File: config.mk
export PLATFORM = sky130hd
export DESIGN_NAME = fpu_psc_pipe
export DESIGN_NICKNAME = d
export VERILOG_FILES = /design/src/rtl/fpu_psc_pkg.sv /design/src/rtl/fpu_psc_classify.sv /design/src/rtl/fpu_psc_pipe.sv
export SDC_FILE = /design/constraint.sdc
export NUM_CORES = 1
export LEC_CHECK = 0
export CAP_MARGIN = 5
export CORE_AREA = 2 2 77 79
export DETAILED_ROUTE_END_ITERATION = 16
export DIE_AREA = 0 0 79 81
export PLACE_DENSITY = 0.79
export SETUP_SLACK_MARGIN = 0.3
export SYNTH_ARGS = -nofsm -noshare
export SYNTH_HDL_FRONTEND = slang
export SYNTH_SLANG_ARGS = --single-unit
File: constraint.sdc
create_clock -name i_clk -period 2.3 [get_ports i_clk]
set_clock_uncertainty 0.05 [all_clocks]
set_input_delay 0.345 -clock i_clk [delete_from_list [all_inputs] [get_ports i_clk]]
set_output_delay 0.345 -clock i_clk [all_outputs]
set_load 0.005 [all_outputs]
File: src/rtl/fpu_psc_pkg.sv
// Shared types and decision logic for the FPU special-case classifier.
package fpu_psc_pkg;

    typedef enum logic [1:0] {
        OP_MUL = 2'b00,
        OP_ADD = 2'b01,
        OP_SUB = 2'b10
    } op_e;

    typedef enum logic [2:0] {
        SEL_NORMAL = 3'b000,
        SEL_ZERO   = 3'b001,
        SEL_INF    = 3'b010,
        SEL_QNAN   = 3'b011,
        SEL_PASS_A = 3'b100,
        SEL_PASS_B = 3'b101
    } sel_e;

    typedef enum logic [1:0] {
        CLS_ZERO = 2'b00,
        CLS_NORM = 2'b01,
        CLS_INF  = 2'b10,
        CLS_NAN  = 2'b11
    } cls_e;

    typedef struct packed {
        sel_e sel;
        logic sign;
    } dec_t;

    localparam int SEL_W = 3;

    // The reserved opcode 2'b11 behaves as MUL.
    function automatic op_e decode_op(input logic [1:0] code);
        case (code)
            2'b01:   return OP_ADD;
            2'b10:   return OP_SUB;
            default: return OP_MUL;
        endcase
    endfunction

    // True when a qNaN is manufactured from non-NaN operands.
    function automatic logic psc_invalid(input op_e op, input cls_e ca, input cls_e cb,
                                         input logic sa, input logic sb);
        logic sb_eff;
        logic any_nan;
        sb_eff  = sb ^ (op == OP_SUB);
        any_nan = (ca == CLS_NAN) || (cb == CLS_NAN);
        if (any_nan)
            return 1'b0;
        if (op == OP_MUL)
            return ((ca == CLS_INF) && (cb == CLS_ZERO)) || ((ca == CLS_ZERO) && (cb == CLS_INF));
        return (ca == CLS_INF) && (cb == CLS_INF) && (sa != sb_eff);
    endfunction

    function automatic dec_t psc_decide(input op_e op, input cls_e ca, input cls_e cb,
                                        input logic sa, input logic sb);
        dec_t d;
        logic sb_eff;
        logic any_nan;
        sb_eff  = sb ^ (op == OP_SUB);
        any_nan = (ca == CLS_NAN) || (cb == CLS_NAN);
        d.sel   = SEL_NORMAL;
        d.sign  = 1'b0;
        if (any_nan || psc_invalid(op, ca, cb, sa, sb)) begin
            d.sel = SEL_QNAN;
        end else if (op == OP_MUL) begin
            d.sign = sa ^ sb;
            if ((ca == CLS_INF) || (cb == CLS_INF))
                d.sel = SEL_INF;
            else if ((ca == CLS_ZERO) || (cb == CLS_ZERO))
                d.sel = SEL_ZERO;
        end else begin
            if (ca == CLS_INF) begin
                d.sel  = SEL_INF;
                d.sign = sa;
            end else if (cb == CLS_INF) begin
                d.sel  = SEL_INF;
                d.sign = sb_eff;
            end else if ((ca == CLS_ZERO) && (cb == CLS_ZERO)) begin
                d.sel  = SEL_ZERO;
                d.sign = sa & sb_eff;
            end else if (cb == CLS_ZERO) begin
                d.sel  = SEL_PASS_A;
                d.sign = sa;
            end else if (ca == CLS_ZERO) begin
                d.sel  = SEL_PASS_B;
                d.sign = sb_eff;
            end
        end
        return d;
    endfunction

endpackage

File: src/rtl/fpu_psc_classify.sv
// Combinational operand classifier; denormals flush to ZERO.
module fpu_psc_classify
    import fpu_psc_pkg::*;
#(
    parameter int SIZE_EXP = 8,
    parameter int SIZE_MAN = 24
) (
    input  logic [SIZE_EXP-1:0] exp_val,
    input  logic [SIZE_MAN-1:0] man_val,
    output cls_e                cls
);

    logic exp_max;
    logic frac_nz;
    logic unused_hidden;

    assign exp_max       = &exp_val;
    assign frac_nz       = |man_val[SIZE_MAN-2:0];
    assign unused_hidden = man_val[SIZE_MAN-1];

    // Classify from exponent and fraction alone; the hidden bit carries no information.
    always_comb begin
        cls = CLS_NORM;
        if (exp_val == '0)
            cls = CLS_ZERO;
        else if (exp_max)
            cls = frac_nz ? CLS_NAN : CLS_INF;
    end

endmodule

File: src/rtl/fpu_psc_pipe.sv
// Two-stage special-case classifier: S1 holds classes, S2 holds the override decision.
module fpu_psc_pipe
    import fpu_psc_pkg::*;
#(
    parameter int SIZE_EXP = 8,
    parameter int SIZE_MAN = 24,
    parameter int TAG_W    = 4,
    parameter int CNT_W    = 16
) (
    input  logic                i_clk,
    input  logic                i_rst_n,
    input  logic                i_valid,
    output logic                o_ready,
    input  logic [1:0]          i_op,
    input  logic                i_sign_a,
    input  logic                i_sign_b,
    input  logic [SIZE_EXP-1:0] i_exp_a,
    input  logic [SIZE_EXP-1:0] i_exp_b,
    input  logic [SIZE_MAN-1:0] i_man_a,
    input  logic [SIZE_MAN-1:0] i_man_b,
    input  logic [TAG_W-1:0]    i_tag,
    output logic                o_valid,
    input  logic                i_ready,
    output logic [SEL_W-1:0]    o_sel,
    output logic                o_sign,
    output logic [TAG_W-1:0]    o_tag,
    input  logic                i_clr,
    output logic                o_flag_invalid,
    output logic                o_flag_nan_in,
    output logic [CNT_W-1:0]    o_special_cnt
);

    cls_e             cls_a, cls_b;
    op_e              op_in;
    logic             in_xfer, out_xfer, s2_load;

    logic             s1_vld;
    op_e              s1_op;
    cls_e             s1_cls_a, s1_cls_b;
    logic             s1_sa, s1_sb;
    logic [TAG_W-1:0] s1_tag;
    dec_t             s1_dec;

    logic             s2_vld;
    sel_e             s2_sel;
    logic             s2_sign;
    logic [TAG_W-1:0] s2_tag;

    fpu_psc_classify #(.SIZE_EXP(SIZE_EXP), .SIZE_MAN(SIZE_MAN)) u_cls_a (
        .exp_val (i_exp_a),
        .man_val (i_man_a),
        .cls     (cls_a)
    );

    fpu_psc_classify #(.SIZE_EXP(SIZE_EXP), .SIZE_MAN(SIZE_MAN)) u_cls_b (
        .exp_val (i_exp_b),
        .man_val (i_man_b),
        .cls     (cls_b)
    );

    assign op_in    = decode_op(i_op);
    assign s2_load  = ~s2_vld | i_ready;
    assign o_ready  = ~s1_vld | ~s2_vld | i_ready;
    assign in_xfer  = i_valid & o_ready;
    assign out_xfer = s2_vld & i_ready;
    assign s1_dec   = psc_decide(s1_op, s1_cls_a, s1_cls_b, s1_sa, s1_sb);

    assign o_valid  = s2_vld;
    assign o_sel    = s2_sel;
    assign o_sign   = s2_sign;
    assign o_tag    = s2_tag;

    // Stage 1: capture operand classes; a hole is written whenever the slot frees with no input.
    always_ff @(posedge i_clk or negedge i_rst_n) begin
        if (!i_rst_n) begin
            s1_vld   <= 1'b0;
            s1_op    <= OP_MUL;
            s1_cls_a <= CLS_ZERO;
            s1_cls_b <= CLS_ZERO;
            s1_sa    <= 1'b0;
            s1_sb    <= 1'b0;
            s1_tag   <= '0;
        end else if (o_ready) begin
            s1_vld <= i_valid;
            if (i_valid) begin
                s1_op    <= op_in;
                s1_cls_a <= cls_a;
                s1_cls_b <= cls_b;
                s1_sa    <= i_sign_a;
                s1_sb    <= i_sign_b;
                s1_tag   <= i_tag;
            end
        end
    end

    // Stage 2: register the override decision; held while downstream stalls.
    always_ff @(posedge i_clk or negedge i_rst_n) begin
        if (!i_rst_n) begin
            s2_vld  <= 1'b0;
            s2_sel  <= SEL_NORMAL;
            s2_sign <= 1'b0;
            s2_tag  <= '0;
        end else if (s2_load) begin
            s2_vld <= s1_vld;
            if (s1_vld) begin
                s2_sel  <= s1_dec.sel;
                s2_sign <= s1_dec.sign;
                s2_tag  <= s1_tag;
            end
        end
    end

    // Sticky flags set on input acceptance; clear wins over a same-cycle set.
    always_ff @(posedge i_clk or negedge i_rst_n) begin
        if (!i_rst_n) begin
            o_flag_invalid <= 1'b0;
            o_flag_nan_in  <= 1'b0;
        end else if (i_clr) begin
            o_flag_invalid <= 1'b0;
            o_flag_nan_in  <= 1'b0;
        end else if (in_xfer) begin
            if (psc_invalid(op_in, cls_a, cls_b, i_sign_a, i_sign_b))
                o_flag_invalid <= 1'b1;
            if ((cls_a == CLS_NAN) || (cls_b == CLS_NAN))
                o_flag_nan_in <= 1'b1;
        end
    end

    // Saturating count of delivered overrides; clear wins over a same-cycle increment.
    always_ff @(posedge i_clk or negedge i_rst_n) begin
        if (!i_rst_n)
            o_special_cnt <= '0;
        else if (i_clr)
            o_special_cnt <= '0;
        else if (out_xfer && (s2_sel != SEL_NORMAL) && (o_special_cnt != '1))
            o_special_cnt <= o_special_cnt + CNT_W'(1);
    end

endmodule

==> results.py, run 1 <==
metrics = {
    "run_status": {
        "outcome": "finished, final reports clean",
    },
    "yosys": {
        "syn_area_sq_mm": 0.002235,
        "synth_common_cells": "40 x dfrtp_1, 22 x nor2_1, 11 x nand2_1",
        "ys_ff_latch": 40,
        "synth_edf_count": 0,
        "ys.warnings.count": 0,
        "yosysMostFrequentCell": "dfrtp_1",
        "syn-num-nets": 302,
        "ys.flop_type": "dfrtp_1",
        "synth_top_area_share_pct": 44.79,
        "yosysSeqAreaShare_pct": 44.79,
        "ys_types": 45,
        "synthTopCellsByArea": "dfrtp_1 45%, mux2_2 4.0%, ha_1 3.9%",
        "synth_cells": 218,
        "synth_largest_area_cell": "dfrtp_1",
        "syn_area_per_cell_sq_um": 10.25,
        "synthArstFlopShare_pct": 100.0,
    },
    "routing": {
        "ant_nets": 0,
        "routed_wl_mm": 5.638,
        "wire_per_inst_um": 13.92,
        "first_pass_iters": 4,
        "drt_iter0_markers": 97,
        "drc_errors": 0,
        "vias_per_cell": 5.286,
        "vias": 2141,
    },
    "clock_tree": {
        "clkTransAtPathRegs_ns": 0.08,
        "cts-root-buf": "clkbuf_8",
        "clock_path_buffers": 2,
        "numCtsBuffers": 5,
        "worstSkewPairLatency_ns": 0.29,
        "cts_hold_buf": 0,
        "cts_tree": "built",
        "htreeDepth": 2,
        "clock_sinks": 40,
    },
    "sta": {
        "max_freq_ghz": 0.5035,
        "slew_headroom_pct": 42.12,
        "tightest_slew_ns": 0.8683,
        "hold_viol_final": 0,
        "drv_slew": 0,
        "finalSetupViolations": 0,
        "fin_crit_sh_pct": 86.34,
        "min_period_ns": 1.986,
        "rsz0062_at_grt": "yes",
        "totalNegativeSetupSlack_ns": 0,
    },
    "min_path": {
        "hold_path.class": "input pin to asynchronous set/reset pin",
    },
    "power": {
        "vdd_ir_drop_max_uv": 287.5,
        "power_density_mw_per_mm2": 501.4,
        "leakage_nw": 1.412,
    },
    "floorplan": {
        "die_area_sq_mm": 0.006399,
        "initial_core_util_pct": 39.37,
        "die_w_um": 79,
        "die_h_um": 81,
        "row_count": 28,
        "io_pins": 105,
        "core_sq_mm": 0.005675,
    },
    "worst_setup_path": {
        "start_kind": "input pin",
        "required_ns": 2.49,
        "r2r_slack_ns": 0.44,
        "r2r_cells": 6,
        "endpoint_kind": "flip-flop",
        "critPathLaunch": "i_op[0]",
        "path_class": "input pin to flip-flop",
        "cp_max_fo": 2,
        "reg2reg_from": "o_special_cnt[6]",
        "crit_end": "o_flag_invalid",
        "r2r_end": "o_special_cnt[3]",
        "cp_data_arrival_time_ns": 2.17,
    },
    "placed_design": {
        "port_buffers": 102,
        "dp_hpwl_mm": 4.489,
        "gp_congestion": 0.7717,
        "place_area_sq_mm": 0.003359,
    },
    "global_routing": {
        "grt_usage_pct": 17.84,
        "use_met1_pct": 20.14,
        "overflow": 0,
        "top_usage_layer": "met2",
        "antenna_found_initial": 0,
        "grt_pass1_vias": 2071,
        "grt_max_degree": 41,
        "grt_pass1_wl_mm": 8.956,
        "use_met3_pct": 4.000,
        "grt_use_met2_pct": 33.90,
    },
    "final_layout": {
        "layout-drive-gt1-share_pct": 12.12,
        "utilization_pct": 61.79,
        "design_area_sq_mm": 0.003507,
        "diodes": 0,
        "final_nets": 413,
        "areaGrowthSynthToFinish_pct": 56.94,
    },
    "flow_run": {
        "drv_cap": 0,
    },
}
[worst max-delay path, stage by stage]
cell             delay, ns
clkdlybuf4s50_1       0.48
inv_1                 0.06
ha_1                  0.20
xor2_1                0.32
xnor2_4               0.09
or4_4                 0.42
o221ai_2              0.10
a22o_1                0.15
[layer usage]
| metal | up-vias | share of wire [%] |
|---|---|---|
| met5 | - | 0 |
| met4 | 0 | 0.85 |
| li1 | 1026 | - |
| met2 | 98 | 53 |
| met3 | 5 | 6.9 |
| met1 | 1012 | 39 |
[flip-flops by register name, summed over array words and instances, names as in the netlist]
| signal | flops |
|---|---|
| o_flag_invalid | 1 |
| o_flag_nan_in | 1 |
| o_sel | 3 |
| o_sign | 1 |
| o_special_cnt | 16 |
| o_tag | 4 |
| o_valid | 1 |
| s1_cls_a | 2 |
| s1_cls_b | 2 |
| s1_op | 2 |
| s1_sa | 1 |
| s1_sb | 1 |
| s1_tag | 4 |
| s1_vld | 1 |
[area by class of cell]
class	count	area, sq um
clock buffers	6	82.58
multi-input cells	167	1231
flip-flops and latches	40	1001
fillers	487	2168
repair buffers	107	1059
well taps	75	93.84
clock inverters	2	10.01
inverters	8	30.03
[report_power, final]
part           switching [mW]  leakage, nW  total (mW)  internal, mW
Clock                   0.242       0.0510       0.481         0.239
Sequential             0.0539        0.515       0.823         0.769
Combinational           0.168        0.846       0.455         0.286
[cell families after synthesis]
family / Yosys count / synth area share [%]
compound gates: 33 / 10.13
mux: 15 / 7.503
xor+xnor: 15 / 6.719
simple gates: 97 / 24.92
fa+ha+maj: 7 / 3.919
flops: 40 / 44.79
buf+inv: 11 / 2.016
[timing repair]
action,4_1_cts,5_1_grt
buffers inserted,0,1
pin swaps,1,3
resized for setup,1,8
setup endpoints to repair,1,5
[metrics by stage]
step	hold WS, ns	total power, mW	setup slack, ns	cells
after floorplan	-0.0005911	1.004	0.5590	218
after global placement	0.4207	1.271	0.04637	396
after detailed placement	0.4312	1.284	-0.01562	396
after CTS	0.1411	1.764	0.3059	404
after global routing	0.1883	1.856	0.2027	405
final	0.1129	1.758	0.3141	405
[cell usage in the layout, fill, tap and decap left out, drive strengths merged, types with 4 or more instances in the layout]
master and n:
dfrtp 40, nand4 8, nor2 24, xor2 7, nor4 12, xnor2 8, o21ai 8, ha 7
or3 4, clkbuf 6, inv 8, mux2 14, a21oi 8, and4 4, clkdlybuf4s50 99, buf 6
nor3 8, nand2b 4, nand2 12, a22o 4, nand3 10
[worst min path at each step]
stage / slack [ns] / from / end
2_1_floorplan: -0.0006 / i_rst_n / o_flag_invalid
3_3_place_gp: 0.42 / s1_tag[0] / s1_tag[0]
3_5_place_dp: 0.43 / s1_tag[1] / s1_tag[1]
4_1_cts: 0.14 / i_rst_n / o_tag[1]
5_1_grt: 0.19 / i_rst_n / o_flag_nan_in
6_report: 0.11 / i_rst_n / o_flag_nan_in
Power figures use the tool's default switching activity.
==> run 2, diff against run 1 <==
Settings changed: CORE_AREA 2 2 77 79 to 2 2 78 80, DIE_AREA 0 0 79 81 to 0 0 80 82, PLACE_DENSITY 0.79 to not set, PLACE_DENSITY_LB_ADDON set to 0.12.
==> results.py, run 2 (synthesis results as in run 1) <==
metrics = {
    "run_status": {
        "outcome": "finished, final reports clean",
    },
    "sta": {
        "fin_crit_sh_pct": 85.30,
        "tightest_slew_ns": 0.8952,
        "finalSetupViolations": 0,
        "min_period_ns": 1.962,
        "hold_viol_final": 0,
        "drv_slew": 0,
        "rsz0062_at_grt": "yes",
        "max_freq_ghz": 0.5097,
        "slew_headroom_pct": 40.32,
        "totalNegativeSetupSlack_ns": 0,
    },
    "floorplan": {
        "io_pins": 105,
        "die_area_sq_mm": 0.006560,
        "row_count": 28,
        "core_sq_mm": 0.005746,
        "die_h_um": 82,
        "initial_core_util_pct": 38.89,
        "die_w_um": 80,
    },
    "worst_setup_path": {
        "r2r_slack_ns": 0.41,
        "critPathBufInv": 1,
        "cpPeakStageDelay_ns": 0.51,
        "start_kind": "input pin",
        "cp_max_fo": 2,
        "cp_data_arrival_time_ns": 2.14,
        "path_depth": 7,
        "crit_chain": "clkdlybuf4s50_1 > nor4_2 > and4_1 > nand4_2 > or4_1 > o221ai_1 > a22o_1",
        "endpoint_kind": "flip-flop",
        "path_class": "input pin to flip-flop",
        "critPathSlowestCell": "or4_1",
        "r2r_cells": 6,
        "required_ns": 2.48,
        "r2r_end": "o_special_cnt[3]",
        "path_delay_family": "simple AND/OR/NAND/NOR gates",
        "reg2reg_from": "o_special_cnt[6]",
    },
    "clock_tree": {
        "htreeDepth": 2,
        "clkTransAtPathRegs_ns": 0.07,
        "clock_path_buffers": 2,
        "cts_hold_buf": 0,
        "clock_sinks": 40,
        "worstSkewPairLatency_ns": 0.29,
        "numCtsBuffers": 5,
        "cts-root-buf": "clkbuf_8",
        "cts_tree": "built",
    },
    "flow_run": {
        "drv_cap": 0,
    },
    "routing": {
        "wire_per_inst_um": 13.63,
        "first_pass_iters": 4,
        "ant_nets": 0,
        "drt_iter0_markers": 69,
        "routed_wl_mm": 5.520,
        "drc_errors": 0,
        "vias_per_cell": 5.205,
        "vias": 2108,
    },
    "final_layout": {
        "diodes": 0,
        "utilization_pct": 60.87,
        "areaGrowthSynthToFinish_pct": 56.49,
        "largest_reg_flops": 16,
        "final_cell_mix": "101 x clkdlybuf4s50_1, 40 x dfrtp_1, 22 x nor2_1, 11 x nand2_1, 10 x nand3_1",
        "layout-drive-gt1-share_pct": 11.21,
        "final_common_cell": "clkdlybuf4s50_1",
        "final_nets": 413,
        "top_register": "o_special_cnt",
    },
    "global_routing": {
        "grt_pass1_vias": 2040,
        "grt_pass1_wl_mm": 9.073,
        "grt_usage_pct": 17.94,
        "overflow": 0,
        "grt_max_degree": 41,
        "antenna_found_initial": 0,
    },
    "placed_design": {
        "port_buffers": 102,
        "dp_hpwl_mm": 4.333,
        "gp_congestion": 0.8131,
    },
    "power": {
        "leakage_nw": 1.393,
        "power_density_mw_per_mm2": 499.1,
        "vdd_ir_drop_max_uv": 266.1,
    },
    "min_path": {
        "hold_path.class": "input pin to asynchronous set/reset pin",
    },
}
run 2: final cells by class:
| cell class | count | area, sq um |
|---|---|---|
| Clock buffer | 8 | 90.09 |
| Timing Repair Buffer | 107 | 1054 |
| Sequential cell | 40 | 1001 |
| Inverter | 8 | 30.03 |
| Tap cell | 75 | 93.84 |
| Fill cell | 521 | 2248 |
| Multi-Input combinational cell | 167 | 1229 |
run 2: power breakdown:
part | total, mW | leakage, nW | switching, mW | internal (mW)
sequential | 0.819 | 0.515 | 0.0504 | 0.769
clock | 0.476 | 0.0455 | 0.231 | 0.245
combinational | 0.450 | 0.832 | 0.165 | 0.285
total | 1.75 | 1.39 | 0.447 | 1.30
run 2: routing by layer:
layer  routed length [um]  track usage, %  vias up  part of all wire, %
li1                     -               -     1026                    -
met3                  377           3.846        8                  6.8
met5                    0               0        -                    0
met4                  107           6.949        0                  1.9
met2                 2641           31.58       91                   48
met1                 2393           21.46      983                   43
run 2: per-stage QoR:
| stage | setup slack (ns) | hold slack [ns] | power [mW] | cells | cell area (sq um) |
|---|---|---|---|---|---|
| after floorplan | 0.5590 | -0.0005911 | 1.004 | 218 | 2235 |
| after global placement | 0.06117 | 0.4211 | 1.268 | 396 | 3359 |
| after detailed placement | 0.02737 | 0.4279 | 1.278 | 396 | 3359 |
| after CTS | 0.3277 | 0.1548 | 1.760 | 404 | 3450 |
| after global routing | 0.2742 | 0.1965 | 1.850 | 405 | 3497 |
| final | 0.3381 | 0.1267 | 1.745 | 405 | 3497 |
run 2: how the worst max path moves through the flow:
stage	startpoint	to	slack [ns]
6_report	i_man_a[19]	o_flag_invalid	0.34
3_3_place_gp	i_man_b[1]	o_flag_invalid	0.06
3_5_place_dp	i_man_a[19]	o_flag_invalid	0.03
5_1_grt	i_man_a[13]	o_flag_invalid	0.27
4_1_cts	i_ready	o_ready	0.33
2_1_floorplan	i_man_b[13]	o_flag_invalid	0.56
run 2: what timing repair did:
| item | 4_1_cts | 5_1_grt |
|---|---|---|
| setup buffers | 0 | 1 |
| gates resized for setup | 0 | 6 |
| setup endpoints to repair | 0 | 4 |
==> run 3, diff against run 2 <==
Settings changed: CAP_MARGIN 5 to 15.
==> results of run 3 <==
Same layout as run 2: the final DEF is identical, and so are final timing and power.
